File: src/rtl/l1_d_pkg.sv
// Shared types, widths and address-slicing helpers for the L1 data cache controller.
package l1_d_pkg;

    localparam int unsigned ADDR_W   = 32;
    localparam int unsigned INDEX_W  = 5;
    localparam int unsigned OFFSET_W = 6;
    localparam int unsigned TAG_W    = ADDR_W - INDEX_W - OFFSET_W;
    localparam int unsigned NUM_SETS = 1 << INDEX_W;

    typedef logic [ADDR_W-1:0]   addr_t;
    typedef logic [TAG_W-1:0]    tag_t;
    typedef logic [INDEX_W-1:0]  index_t;
    typedef logic [OFFSET_W-1:0] offset_t;

    typedef enum logic [1:0] {
        IDLE,
        COMPARE,
        WRITE_BACK,
        ALLOCATE
    } state_e;

    function automatic tag_t addr_tag(input addr_t a);
        return a[ADDR_W-1 -: TAG_W];
    endfunction

    function automatic index_t addr_index(input addr_t a);
        return a[OFFSET_W +: INDEX_W];
    endfunction

    function automatic offset_t addr_offset(input addr_t a);
        return a[OFFSET_W-1:0];
    endfunction

    function automatic addr_t line_addr(input tag_t t, input index_t i);
        return {t, i, {OFFSET_W{1'b0}}};
    endfunction

endpackage

File: src/rtl/l1_d_cache_ctrl_if.sv
// Core-side and L2-side signal bundle of the L1 data cache controller.
interface l1_d_cache_ctrl_if;
    import l1_d_pkg::*;

    logic    req_C_L1;
    logic    rw_C_L1;
    addr_t   addr_C_L1;
    logic    ready_L1_C;
    logic    stall_L1_C;
    index_t  index_C_L1;
    offset_t offset;
    logic    way;
    logic    update;
    logic    refill;
    logic    read_req_L1_L2;
    logic    write_req_L1_L2;
    addr_t   addr_L1_L2;
    logic    ready_L2_L1;

    // master: core and L2 environment; slave: the controller
    modport master (
        output req_C_L1, rw_C_L1, addr_C_L1, ready_L2_L1,
        input  ready_L1_C, stall_L1_C, index_C_L1, offset, way, update, refill,
               read_req_L1_L2, write_req_L1_L2, addr_L1_L2
    );

    modport slave (
        input  req_C_L1, rw_C_L1, addr_C_L1, ready_L2_L1,
        output ready_L1_C, stall_L1_C, index_C_L1, offset, way, update, refill,
               read_req_L1_L2, write_req_L1_L2, addr_L1_L2
    );

endinterface

File: src/rtl/l1_d_tag_array.sv
// Tag/valid/dirty storage for 32 sets x 2 ways plus one LRU (victim) bit per set.
module l1_d_tag_array
    import l1_d_pkg::*;
(
    input  logic   clk,
    input  logic   rst,
    input  index_t index_i,
    input  tag_t   tag_i,
    output logic   hit_o,
    output logic   hit_way_o,
    output logic   victim_way_o,
    output logic   victim_wb_o,
    input  logic   tag_rd_way_i,
    output tag_t   tag_rd_o,
    input  logic   wr_way_i,
    input  logic   refill_we_i,
    input  logic   set_dirty_i,
    input  logic   clr_dirty_i,
    input  logic   lru_we_i,
    input  logic   lru_i
);

    tag_t                tag_q   [NUM_SETS][2];
    logic [1:0]          valid_q [NUM_SETS];
    logic [1:0]          dirty_q [NUM_SETS];
    logic [NUM_SETS-1:0] lru_q;

    logic [1:0] match;

    always_ff @(posedge clk or posedge rst) begin
        if (rst) begin
            for (int unsigned s = 0; s < NUM_SETS; s++) begin
                valid_q[s] <= '0;
                dirty_q[s] <= '0;
            end
            lru_q <= '0;
        end else begin
            if (refill_we_i) begin
                valid_q[index_i][wr_way_i] <= 1'b1;
                dirty_q[index_i][wr_way_i] <= 1'b0;
            end else if (set_dirty_i) begin
                dirty_q[index_i][wr_way_i] <= 1'b1;
            end else if (clr_dirty_i) begin
                dirty_q[index_i][wr_way_i] <= 1'b0;
            end
            if (lru_we_i) begin
                lru_q[index_i] <= lru_i;
            end
        end
    end

    // Tags need no reset: they are qualified by valid everywhere they are used.
    always_ff @(posedge clk) begin
        if (refill_we_i) begin
            tag_q[index_i][wr_way_i] <= tag_i;
        end
    end

    always_comb begin
        match[0]  = valid_q[index_i][0] && (tag_q[index_i][0] == tag_i);
        match[1]  = valid_q[index_i][1] && (tag_q[index_i][1] == tag_i);
        hit_o     = |match;
        hit_way_o = match[1];

        if (!valid_q[index_i][0]) begin
            victim_way_o = 1'b0;
        end else if (!valid_q[index_i][1]) begin
            victim_way_o = 1'b1;
        end else begin
            victim_way_o = lru_q[index_i];
        end
        victim_wb_o = valid_q[index_i][victim_way_o] && dirty_q[index_i][victim_way_o];
        tag_rd_o    = tag_q[index_i][tag_rd_way_i];
    end

endmodule

File: src/rtl/l1_d_cache_ctrl.sv
// L1 data cache sequencer: hit/miss resolution, data-array steering and L2 write-back/refill.
module l1_d_cache_ctrl
    import l1_d_pkg::*;
(
    input  logic              clk,
    input  logic              rst,
    l1_d_cache_ctrl_if.slave  bus
);

    state_e state_q, state_d;
    addr_t  addr_q, addr_d;
    logic   rw_q, rw_d;
    logic   victim_q, victim_d;

    logic   hit, hit_way, victim_way, victim_wb;
    tag_t   victim_tag;
    logic   wr_way, refill_we, set_dirty, clr_dirty, lru_we;
    logic   ready;

    l1_d_tag_array u_tags (
        .clk          (clk),
        .rst          (rst),
        .index_i      (addr_index(addr_q)),
        .tag_i        (addr_tag(addr_q)),
        .hit_o        (hit),
        .hit_way_o    (hit_way),
        .victim_way_o (victim_way),
        .victim_wb_o  (victim_wb),
        .tag_rd_way_i (victim_q),
        .tag_rd_o     (victim_tag),
        .wr_way_i     (wr_way),
        .refill_we_i  (refill_we),
        .set_dirty_i  (set_dirty),
        .clr_dirty_i  (clr_dirty),
        .lru_we_i     (lru_we),
        .lru_i        (~hit_way)
    );

    always_ff @(posedge clk or posedge rst) begin
        if (rst) begin
            state_q  <= IDLE;
            addr_q   <= '0;
            rw_q     <= 1'b0;
            victim_q <= 1'b0;
        end else begin
            state_q  <= state_d;
            addr_q   <= addr_d;
            rw_q     <= rw_d;
            victim_q <= victim_d;
        end
    end

    always_comb begin
        state_d             = state_q;
        addr_d              = addr_q;
        rw_d                = rw_q;
        victim_d            = victim_q;
        wr_way              = victim_q;
        refill_we           = 1'b0;
        set_dirty           = 1'b0;
        clr_dirty           = 1'b0;
        lru_we              = 1'b0;
        ready               = 1'b0;
        bus.update          = 1'b0;
        bus.refill          = 1'b0;
        bus.read_req_L1_L2  = 1'b0;
        bus.write_req_L1_L2 = 1'b0;
        bus.addr_L1_L2      = '0;
        bus.way             = 1'b0;
        bus.index_C_L1      = addr_index(addr_q);
        bus.offset          = addr_offset(addr_q);

        unique case (state_q)
            IDLE: begin
                bus.index_C_L1 = addr_index(bus.addr_C_L1);
                bus.offset     = addr_offset(bus.addr_C_L1);
                if (bus.req_C_L1) begin
                    addr_d  = bus.addr_C_L1;
                    rw_d    = bus.rw_C_L1;
                    state_d = COMPARE;
                end
            end
            COMPARE: begin
                if (hit) begin
                    ready      = 1'b1;
                    bus.way    = hit_way;
                    wr_way     = hit_way;
                    lru_we     = 1'b1;
                    bus.update = rw_q;
                    set_dirty  = rw_q;
                    state_d    = IDLE;
                end else begin
                    bus.way  = victim_way;
                    victim_d = victim_way;
                    state_d  = victim_wb ? WRITE_BACK : ALLOCATE;
                end
            end
            WRITE_BACK: begin
                bus.write_req_L1_L2 = 1'b1;
                bus.addr_L1_L2      = line_addr(victim_tag, addr_index(addr_q));
                bus.way             = victim_q;
                if (bus.ready_L2_L1) begin
                    clr_dirty = 1'b1;
                    state_d   = ALLOCATE;
                end
            end
            ALLOCATE: begin
                bus.read_req_L1_L2 = 1'b1;
                bus.addr_L1_L2     = line_addr(addr_tag(addr_q), addr_index(addr_q));
                bus.way            = victim_q;
                // Refill strobes in the L2-ready cycle so the array captures the line on this edge.
                if (bus.ready_L2_L1) begin
                    bus.refill = 1'b1;
                    refill_we  = 1'b1;
                    state_d    = COMPARE;
                end
            end
            default: state_d = IDLE;
        endcase
    end

    assign bus.ready_L1_C = ready;
    assign bus.stall_L1_C = (state_q != IDLE) && !ready;

endmodule

File: src/flat_wrapper.sv
// flat-port wrapper written by rule: the top's interface ports become plain ports
module l1_d_cache_ctrl_flat import l1_d_pkg::*;
  (clk, rst, bus_req_C_L1, bus_rw_C_L1, bus_addr_C_L1, bus_ready_L2_L1, bus_ready_L1_C, bus_stall_L1_C, bus_index_C_L1, bus_offset, bus_way, bus_update, bus_refill, bus_read_req_L1_L2, bus_write_req_L1_L2, bus_addr_L1_L2);
  l1_d_cache_ctrl_if bus_i ();
  input  logic clk;
  input  logic rst;
  input wire logic [$bits(bus_i.req_C_L1)-1:0] bus_req_C_L1;
  input wire logic [$bits(bus_i.rw_C_L1)-1:0] bus_rw_C_L1;
  input wire logic [$bits(bus_i.addr_C_L1)-1:0] bus_addr_C_L1;
  input wire logic [$bits(bus_i.ready_L2_L1)-1:0] bus_ready_L2_L1;
  output wire logic [$bits(bus_i.ready_L1_C)-1:0] bus_ready_L1_C;
  output wire logic [$bits(bus_i.stall_L1_C)-1:0] bus_stall_L1_C;
  output wire logic [$bits(bus_i.index_C_L1)-1:0] bus_index_C_L1;
  output wire logic [$bits(bus_i.offset)-1:0] bus_offset;
  output wire logic [$bits(bus_i.way)-1:0] bus_way;
  output wire logic [$bits(bus_i.update)-1:0] bus_update;
  output wire logic [$bits(bus_i.refill)-1:0] bus_refill;
  output wire logic [$bits(bus_i.read_req_L1_L2)-1:0] bus_read_req_L1_L2;
  output wire logic [$bits(bus_i.write_req_L1_L2)-1:0] bus_write_req_L1_L2;
  output wire logic [$bits(bus_i.addr_L1_L2)-1:0] bus_addr_L1_L2;
  assign bus_i.req_C_L1 = bus_req_C_L1;
  assign bus_i.rw_C_L1 = bus_rw_C_L1;
  assign bus_i.addr_C_L1 = bus_addr_C_L1;
  assign bus_i.ready_L2_L1 = bus_ready_L2_L1;
  assign bus_ready_L1_C = bus_i.ready_L1_C;
  assign bus_stall_L1_C = bus_i.stall_L1_C;
  assign bus_index_C_L1 = bus_i.index_C_L1;
  assign bus_offset = bus_i.offset;
  assign bus_way = bus_i.way;
  assign bus_update = bus_i.update;
  assign bus_refill = bus_i.refill;
  assign bus_read_req_L1_L2 = bus_i.read_req_L1_L2;
  assign bus_write_req_L1_L2 = bus_i.write_req_L1_L2;
  assign bus_addr_L1_L2 = bus_i.addr_L1_L2;
  l1_d_cache_ctrl u_core (.clk(clk), .rst(rst), .bus(bus_i));
endmodule
File: config.mk
export PLATFORM = sky130hd
export DESIGN_NAME = l1_d_cache_ctrl_flat
export DESIGN_NICKNAME = d
export VERILOG_FILES = /design/src/rtl/l1_d_pkg.sv /design/src/rtl/l1_d_cache_ctrl_if.sv /design/src/rtl/l1_d_tag_array.sv /design/src/rtl/l1_d_cache_ctrl.sv /design/src/flat_wrapper.sv
export SDC_FILE = /design/constraint.sdc
export NUM_CORES = 2
export LEC_CHECK = 0
export CAP_MARGIN = 20
export CELL_PAD_IN_SITES_DETAIL_PLACEMENT = 0
export CELL_PAD_IN_SITES_GLOBAL_PLACEMENT = 1
export CORE_MARGIN = 3
export CORE_UTILIZATION = 35
export CTS_CLUSTER_SIZE = 16
export DETAILED_ROUTE_END_ITERATION = 12
export HOLD_SLACK_MARGIN = 0.1
export PLACE_DENSITY = 0.65
export SYNTH_ARGS = -nofsm -noshare
export SYNTH_HDL_FRONTEND = slang
export SYNTH_SLANG_ARGS = --single-unit
File: constraint.sdc
create_clock -name clk -period 8.4 [get_ports clk]
set_clock_uncertainty 0.1 [all_clocks]
set_input_delay 1.68 -clock clk [delete_from_list [all_inputs] [get_ports clk]]
set_output_delay 1.68 -clock clk [all_outputs]
set_load 0.01 [all_outputs]
==> summary.md <==
| Metric | Value |
|---|---|
| Drt pass-1 iters | `7` |
| Routed length per instance | `30.7 um` |
| Clk_lat worst skew | `0.80 ns` |
| Dominant cells by area after synthesis | `edfxtp_1, mux2i_1, dfrtp_1` |
| LEAKAGE | `0.0250 uW` |
| Synth top area share | `65.3%` |
| DR vias | `35.8k` |
| Mapped Cells | `3,683` |
| Max clock buf depth | `3` |
| RSZ-0062 raised after global routing | `false` |
| FF-to-FF path depth | `13` |
| DP HPWL | `110,000 um` |
| First-pass GRT wire length | `273,000 um` |
| Worst slew margin | `23.8%` |
| Grt ovf | `0` |
| Crit path DAT | `6.55 ns` |
| FF-to-FF setup slack | `1.52 ns` |
| Die area | `182,000 um^2` |
| Crit path capture | `bus_update` |
| CP max FO | `26` |
| Peak supply drop | `0.225 mV` |
| Clock Pin Slew Worst Setup and Hold Paths | `0.06 ns` |
| Distinct cell type count after synthesis | `60` |
| Max Fclk | `120 MHz` |
| Total Routed Length | `195,000 um` |
| Maxcap violations | `0` |
| CTS Hold Bufs | `0` |
| Input/output buffers | `80` |
| Final ANT Viol Nets | `0` |
| Final worst path period need | `8.33 ns` |
| CTS buffer count | `157` |
| Worst EP required | `6.62 ns` |
| Largest area contributor in the netlist | `edfxtp_1` |
| Residual DRC | `0` |
| Post-Syn Area | `61,800 um^2` |
| CP endpoint kind | `primary output` |
| Core area | `175,000 um^2` |
| Std cell rows | `153` |
| Worst Tran Pin Value | `1.14 ns` |
| Finish-stage setup viols | `0` |
| Initial Util | `35.4%` |
| Seq. cell area | `45,300 um^2` |
| Largest net degree at the start of global routing | `109` |
| Total power | `24,800 uW` |
| Most frequent cells after synthesis | `edfxtp_1, mux2i_1, o22ai_1` |
| H-tree levels | `4` |
| Filler Cells Inserted | `15.7k` |
| Setup Crit Path Kind | `reg -> out` |
| Most frequent cell after synthesis | `edfxtp_1` |
| Ys flop type | `edfxtp_1` |
| RR Endpoint | `u_core.u_tags.tag_q[28][34]$_DFFE_PP_` |
| Die X | `426 um` |
| Layout Nets | `3,923` |
| Hold Crit Class | `reg -> reg` |
| Register area share after synthesis | `73.3%` |
| Number of I/O pins | `87` |
| GR Util All Layers | `21.2%` |
| CTS tree | `yes` |
| Initial DRC count | `4,072` |
| Area of the multi-input gates | `15,600 um^2` |
| Initial antenna violation count | `0` |
| Mapped Avg Cell Area | `16.8 um^2` |
| Root Buffer | `clkbuf_16` |
| Final period util | `99.1%` |
| Final hold viol count | `0` |
| Clock Sinks | `1,540` |
| Post-DR vias/cell | `5.65` |
| P per Cell Area | `347 nW/um^2` |
| Area Overhead vs Synth | `16.1%` |
| GPL Wtd Cong | `0.809` |
| CP startpoint | `u_core.addr_q[8]$_DFFE_PP0P_` |
| Post-synth EDFFs | `1,344` |
| Crit path launch type | `flop` |
| N_diodes | `0` |
| Share of cells above drive strength 1 | `16.3%` |
| Asr flop ratio synth | `12.7%` |
| Reg-to-reg startpoint | `u_core.addr_q[8]$_DFFE_PP0P_` |
| Vias in the first global route | `35.6k` |
| Max Slew Vio Count | `0` |
| Outcome | `finished clean` |
| Synthesis Warnings | `0` |
| Chip height | `426 um` |
| Flops & latches, synth | `1,540` |
| Setup TNS Final | `0 ns` |
[final cells by class]
cell class / instances / share of cell area, %
clock inverter: 69 / 1.01
multi-input combinational: 1872 / 21.8
sequential: 1540 / 63.2
clock buffer: 219 / 6.12
inverter: 33 / 0.183
timing repair buffer: 278 / 3.64
tap: 2325 / 4.06
[how the worst min path moves through the flow]
stage | startpoint | to | slack [ns] | depth (start not counted)
after floorplan | u_core.u_tags.valid_q[10]$_DFFE_PP0P_ | u_core.u_tags.valid_q[10]$_DFFE_PP0P_ | 0.34 | 1
after global placement | u_core.u_tags.valid_q[36]$_DFFE_PP0P_ | u_core.u_tags.valid_q[36]$_DFFE_PP0P_ | 0.34 | 1
after detailed placement | u_core.u_tags.valid_q[18]$_DFFE_PP0P_ | u_core.u_tags.valid_q[18]$_DFFE_PP0P_ | 0.35 | 1
after CTS | u_core.u_tags.valid_q[18]$_DFFE_PP0P_ | u_core.u_tags.valid_q[18]$_DFFE_PP0P_ | 0.36 | 1
after global routing | u_core.u_tags.valid_q[40]$_DFFE_PP0P_ | u_core.u_tags.valid_q[40]$_DFFE_PP0P_ | 0.38 | 1
final | u_core.u_tags.valid_q[40]$_DFFE_PP0P_ | u_core.u_tags.valid_q[40]$_DFFE_PP0P_ | 0.36 | 1
[where the power goes]
| part | total, uW | switching [uW] | internal, uW |
|---|---|---|---|
| registers | 10100 | 540 | 9580 |
| logic | 7770 | 5010 | 2760 |
| clock network | 6950 | 2950 | 4000 |
[layout by cell type (no fill, tap or decap), types with 31 or more instances in the layout]
cell	instances
nand2_1	47
a21oi_1	75
o21bai_1	33
o22ai_1	362
clkdlybuf4s50_1	80
mux2_2	48
nor3_2	32
or4_1	31
nor2_1	44
clkbuf_16	161
a31o_2	32
mux2i_1	672
o21ai_0	44
clkbuf_1	44
edfxtp_1	1344
inv_1	32
buf_4	174
dfrtp_1	173
nor2_4	32
o31ai_1	34
mux4_2	40
nor4_1	70
[per-stage QoR]
step / area, um^2 / utilization, % / instances / hold WS [ns] / setup WS (ns)
after floorplan: 61800 / - / 3688 / 0.336 / 1.28
after global placement: 66400 / 38.1 / 6042 / 0.344 / 0.856
after detailed placement: 66500 / 38.1 / 6046 / 0.351 / 0.873
after CTS: 71700 / 41.0 / 6335 / 0.364 / 0.162
after global routing: 71700 / 41.1 / 6336 / 0.379 / 0.0240
final: 71700 / 41.1 / 6336 / 0.364 / 0.0729
[cell families (layout without fill, tap and decap cells)]
kind of cell	Yosys count	count (layout)	share of synthesized area, %
simple gates	427	427	3.94
mux	760	760	13.2
other cells	1	6	0.00607
compound gates	672	672	7.08
flops	1540	1540	73.3
xor+xnor	3	3	0.0425
fa+ha+maj	4	4	0.0810
buf+inv	276	599	2.34
[critical path, stage by stage (launching register included)]
cell and delay [ns]:
dfrtp_1 0.75, or4b_4 0.68, buf_4 0.46, o22ai_1 0.15, or4_1 0.59, o21a_1 0.21
nor4_1 0.66, nand4_1 0.34, nor3_1 0.59, buf_4 0.25, o21a_2 0.14, and2_1 0.28
clkdlybuf4s50_1 0.60
[per-layer routing]
layer,up-vias,part of all wire (%),track usage [%]
li1,15222,-,-
met1,18756,41,28.0
met2,1476,48,34.9
met3,341,6.6,3.21
met4,0,4.4,9.00
met5,-,0,0
[timing repair]
item | in CTS | in global routing
endpoints found under the setup margin | 2 | 2
resized for setup | 0 | 2
buffers inserted | 1 | 0
pin swaps | 0 | 0
[sequential cells by signal, indices dropped and copies added, names as in the netlist, named ones only]
| register | count |
|---|---|
| u_core.u_tags.tag_q | 1344 |
| u_core.u_tags.valid_q | 64 |
| u_core.victim_q | 1 |
| u_core.u_tags.lru_q | 32 |
| u_core.state_q | 2 |
| u_core.rw_q | 1 |
| u_core.addr_q | 32 |
Power figures use the tool's default switching activity.
